<file path="config.mk">
export PLATFORM = sky130hd
export DESIGN_NAME = conv_result_streamer
export DESIGN_NICKNAME = d
export VERILOG_FILES = /design/src/rtl/conv_result_streamer.sv
export SDC_FILE = /design/constraint.sdc
export NUM_CORES = 1
export LEC_CHECK = 0
export ABC_AREA = 1
export CELL_PAD_IN_SITES_DETAIL_PLACEMENT = 1
export CELL_PAD_IN_SITES_GLOBAL_PLACEMENT = 2
export CORE_ASPECT_RATIO = 1.5
export CORE_MARGIN = 2
export CORE_UTILIZATION = 32
export CTS_CLUSTER_DIAMETER = 150
export DETAILED_ROUTE_END_ITERATION = 12
export GPL_TIMING_DRIVEN = 0
export PLACE_DENSITY_LB_ADDON = 0.2
export SYNTH_ARGS = -nofsm -noshare
export SYNTH_HDL_FRONTEND = slang
export SYNTH_SLANG_ARGS = --single-unit
</file>
<file path="constraint.sdc">
create_clock -name clk -period 5.49 [get_ports clk]
set_clock_uncertainty 0.05 [all_clocks]
set_input_delay 1.3725 -clock clk [delete_from_list [all_inputs] [get_ports clk]]
set_output_delay 1.3725 -clock clk [all_outputs]
set_load 0.02 [all_outputs]
</file>
<file path="src/rtl/conv_result_streamer.sv">
// Streams the Sobel magnitude map out of the result BRAM as a valid/ready byte stream,
// with optional binarization and an edge-pixel counter for software readback.
module conv_result_streamer #(
    parameter int unsigned OUT_WIDTH  = 30,
    parameter int unsigned OUT_HEIGHT = 30,
    parameter int unsigned FIFO_DEPTH = 4
) (
    input  logic        clk,
    input  logic        rst_n,
    input  logic        start,
    output logic        done,
    input  logic [7:0]  threshold,
    input  logic        bin_en,
    output logic [31:0] bram_addr,
    output logic        bram_en,
    input  logic [31:0] bram_dout,
    output logic [7:0]  m_tdata,
    output logic        m_tvalid,
    input  logic        m_tready,
    output logic        m_tlast,
    output logic [15:0] edge_count
);

    localparam int unsigned N     = OUT_WIDTH * OUT_HEIGHT;
    localparam int unsigned IDX_W = $clog2(N + 1);
    localparam int unsigned PTR_W = $clog2(FIFO_DEPTH);
    localparam int unsigned CNT_W = PTR_W + 1;
    localparam int unsigned CRD_W = CNT_W + 1;

    typedef enum logic [1:0] {
        IDLE = 2'd0,
        RUN  = 2'd1,
        DONE = 2'd2
    } state_t;

    state_t state;
    state_t state_next;
    logic   start_xfer;

    logic [IDX_W-1:0] rd_idx;
    logic [IDX_W-1:0] beat_cnt;
    logic             rd_valid;
    logic [7:0]       thr_q;
    logic             bin_q;

    logic [7:0]       fifo_mem [FIFO_DEPTH];
    logic [PTR_W-1:0] wr_ptr;
    logic [PTR_W-1:0] rd_ptr;
    logic [CNT_W-1:0] fifo_count;

    logic [7:0]       head;
    logic [CRD_W-1:0] credit;
    logic             issue;
    logic             push;
    logic             pop;
    logic             unused_dout_bits;

    assign unused_dout_bits = ^bram_dout[31:8];

    assign head     = fifo_mem[rd_ptr];
    assign m_tvalid = (fifo_count != '0);
    assign m_tlast  = m_tvalid && (beat_cnt == IDX_W'(N - 1));
    assign m_tdata  = bin_q ? ((head >= thr_q) ? 8'hFF : 8'h00) : head;

    // Credit covers FIFO occupancy plus the two read pipeline stages, so every read has a slot.
    assign credit = CRD_W'(fifo_count) + CRD_W'(bram_en) + CRD_W'(rd_valid);
    assign issue  = (state == RUN) && (rd_idx < IDX_W'(N)) && (credit < CRD_W'(FIFO_DEPTH));
    assign push   = rd_valid;
    assign pop    = m_tvalid && m_tready;

    always_ff @(posedge clk or negedge rst_n) begin
        if (!rst_n) begin
            state <= IDLE;
            done  <= 1'b0;
        end else begin
            state <= state_next;
            done  <= (state_next == DONE);
        end
    end

    always_comb begin
        state_next = state;
        start_xfer = 1'b0;
        case (state)
            IDLE: begin
                if (start) begin
                    state_next = RUN;
                    start_xfer = 1'b1;
                end
            end
            RUN: begin
                if (pop && m_tlast) state_next = DONE;
            end
            DONE: begin
                if (!start) state_next = IDLE;
            end
            default: state_next = IDLE;
        endcase
    end

    // Read issue, BRAM latency tracking, prefetch FIFO and beat accounting.
    always_ff @(posedge clk or negedge rst_n) begin
        if (!rst_n) begin
            bram_en    <= 1'b0;
            bram_addr  <= '0;
            rd_idx     <= '0;
            rd_valid   <= 1'b0;
            beat_cnt   <= '0;
            thr_q      <= '0;
            bin_q      <= 1'b0;
            edge_count <= '0;
            wr_ptr     <= '0;
            rd_ptr     <= '0;
            fifo_count <= '0;
            for (int i = 0; i < int'(FIFO_DEPTH); i++) fifo_mem[i] <= '0;
        end else begin
            bram_en  <= issue;
            rd_valid <= bram_en;
            if (issue) begin
                bram_addr <= 32'({rd_idx, 2'b00});
                rd_idx    <= rd_idx + IDX_W'(1);
            end

            if (push) begin
                fifo_mem[wr_ptr] <= bram_dout[7:0];
                wr_ptr           <= wr_ptr + PTR_W'(1);
            end

            case ({push, pop})
                2'b10:   fifo_count <= fifo_count + CNT_W'(1);
                2'b01:   fifo_count <= fifo_count - CNT_W'(1);
                default: fifo_count <= fifo_count;
            endcase

            if (start_xfer) begin
                thr_q      <= threshold;
                bin_q      <= bin_en;
                edge_count <= '0;
                rd_idx     <= '0;
                beat_cnt   <= '0;
            end else if (pop) begin
                rd_ptr   <= rd_ptr + PTR_W'(1);
                beat_cnt <= beat_cnt + IDX_W'(1);
                if ((head >= thr_q) && (edge_count != 16'hFFFF)) begin
                    edge_count <= edge_count + 16'd1;
                end
            end
        end
    end

endmodule

</file>
==> results.ini <==
[worst_setup_path]
worstSetupEndpointType = output pin
reg2reg_to = edge_count[12]$_DFFE_PN0P_
critPathArrivalTime_ps = 3700
crit_type = reg -> out
crit_required_ps = 4070
cp-start-kind = register
crit_fanout = 10
r2r_cells = 14
r2r_slack_ps = 2460
startpoint = rd_ptr[0]$_DFFE_PN0P_
r2r-start = rd_ptr[0]$_DFFE_PN0P_

[global_route]
grt_pass1_vias = 5021
grt_pass1_wl_um = 25000
antenna_found_initial = 0
grtUsageTotal_pct = 18.6
grt.overflow.total = 0
grt_max_degree = 68

[timing]
final-hold-violation-count = 0
fmax_ghz = 0.195
fin_tns_setup_ps = 0
min_period_ps = 5120
rsz0062_at_grt = no
worstMarginPinSlew_ps = 694
relSlewSlack_pct = 53.7
drv_slew = 0
setup-violations-final = 0
fin_crit_sh_pct = 93.2

[floorplanning]
start_util_pct = 32.5
core_area_um2 = 16000
die_area_um2 = 17300
die_w_um = 108
die_h_um = 160
io_pins = 105
num_rows = 57

[drt]
drc = 0
vias = 4558
drt_pre_antenna_iters = 4
wl_per_cell_um = 16.0
wl_um = 15100
drtIter0Drc = 123
via_per_inst = 4.82
ant_nets = 0

[pwr]
p_leak_nw = 3.11
report.power.total_mw = 3.39
peakVddDrop_mv = 0.245
p_per_area_nw_per_um2 = 527

[clock_network]
cts_resized = 0
cts_sinks = 99
ctsHoldBuffers = 0
cts_made_buffers = 9
clk_pin_slew_ps = 80
post-cts-setup-buffers = 0
htree_levels = 3
cts.path.max_buffers = 2
insertion_delay_ps = 360
cts_tree = done
cts_root_buf = clkbuf_16

[layout]
drive_above_1_share_pct = 8.53
fillers = 1976
fin_cells = 945
syn_to_final_growth_pct = 23.6
multiInputGateArea_um2 = 2310
nets = 797
layout.area.seq_um2 = 2480
antenna_cells = 0

[yosys]
syn_avg_cell_area_um2 = 8.10
synth_area_um2 = 5210
ys_warn_count = 0
ys_seq_area_share_pct = 47.6
synth_top_area_share_pct = 47.6
yosys-top-cells-area = dfrtp_1, nand2_1, o21ai_0
ys_ff_latch = 99
synth_top_cell_by_area = dfrtp_1
syn_inst = 643
synth_cell_types = 34

[place]
place_hpwl_um = 11300
dp.cells = 929
routabilityCongestion = 0.795
io_buffers = 58

[status]
status = completed

[worst_hold_path]
hold_path.class = reg -> reg
worstHoldStart = bram_en$_DFF_PN0_
holdPathStages = 0
min_to = push$_DFF_PN0_

[flow_run]
drv_cap = 0

layout by cell type (no fill, tap or decap), types with 3 or more instances in the layout:
cell,n
a21oi_1,8
buf_2,4
buf_4,24
clkbuf_1,12
clkbuf_16,9
clkdlybuf4s50_1,57
clkinvlp_4,3
conb_1,22
dfrtp_1,99
ha_1,17
inv_1,57
inv_2,7
nand2_1,167
nand3_1,42
nand3_2,3
nand4_1,7
nor2_1,49
nor3_1,9
o21ai_0,69
o21ai_1,18
o22ai_1,10
xor2_1,22
power by group:
part,switching [mW],leakage (nW),total (mW),internal (mW)
clock,0.305,0.130,0.619,0.314
sequential,0.173,1.27,1.15,0.980
combinational,1.02,1.71,1.62,0.601
total,1.50,3.11,3.39,1.90
worst max-delay path, stage by stage, from the launching register on:
cell and delay [ps]:
dfrtp_1 320, buf_2 220, clkbuf_1 510, nor2_1 140
o22ai_1 390, ha_1 330, nand2_1 70, inv_1 40
nor2_1 80, o21a_1 120, nand2_1 140, nand2_1 270
o21ai_0 150, clkdlybuf4s50_1 560
per-layer routing:
metal | global-route usage [%] | routed length (um) | vias to the layer above
met1 | 20.0 | 5850 | 2254
met4 | 7.34 | 383 | 0
li1 | - | - | 2215
met3 | 3.22 | 467 | 19
met5 | 0 | 0 | -
met2 | 35.1 | 8430 | 70
cells in the mapped netlist (all sizes together):
| master | n |
|---|---|
| conb | 1 |
| inv | 64 |
| o22ai | 10 |
| nor3 | 10 |
| xnor2 | 1 |
| clkinv | 2 |
| xor2 | 22 |
| nand2 | 169 |
| clkbuf | 12 |
| fa | 1 |
| dfrtp | 99 |
| nor4b | 1 |
| a211oi | 1 |
| a21oi | 8 |
| o21ai | 87 |
| o21a | 2 |
| ha | 17 |
| a32o | 1 |
| buf | 28 |
| nand3 | 45 |
| nor4 | 1 |
| or2 | 1 |
| nor2 | 52 |
| nand4 | 8 |
layout make-up:
type / count / area share [%]
clock inverters: 7 / 0.933
repair buffers: 59 / 9.41
clock buffers: 9 / 3.50
flip-flops and latches: 99 / 38.5
multi-input cells: 459 / 35.9
well taps: 206 / 4.00
plain buffers: 40 / 3.87
inverters: 66 / 3.85
how the worst max path moves through the flow:
stage	endpoint	slack, ps	cells past startpoint
2_1_floorplan	m_tdata[0]	1990	13
4_1_cts	m_tdata[0]	390	13
6_report	m_tdata[0]	370	13
3_3_place_gp	edge_count[5]$_DFFE_PN0P_	-980	1
3_5_place_dp	m_tdata[0]	790	13
5_1_grt	m_tdata[0]	200	13
logic make-up (layout without fill, tap and decap cells):
family	after synthesis	count (layout)	synth area share [%]
and+or+nand+nor	287	287	23.5
AOI/OAI and AO/OA	109	109	11.0
buffers and inverters	106	181	9.54
DFF	99	99	47.6
xor gates and xnor gates	23	23	3.87
adders and majority gates	18	18	4.47
other	1	22	0.0720
state kept, by name, indices dropped and copies added (netlist names):
register	flops
bin_q	1
fifo_count	3
rd_idx	10
fifo_mem	32
wr_ptr	2
done	1
state	2
edge_count	16
bram_en	1
rd_ptr	2
bram_addr	10
push	1
beat_cnt	10
thr_q	8
metrics by stage:
| stage | worst slack (ps) | cell area, um2 | hold WS (ps) | util (%) |
|---|---|---|---|---|
| 5_1_grt | 197 | 6440 | 386 | 40.1 |
| 4_1_cts | 389 | 6440 | 372 | 40.1 |
| 3_3_place_gp | -976 | 6130 | 346 | 38.2 |
| 3_5_place_dp | 788 | 6150 | 352 | 38.3 |
| 6_report | 371 | 6440 | 369 | 40.1 |
| 2_1_floorplan | 1990 | 5290 | 398 | - |
No activity file was read; power rests on OpenSTA's default activity.
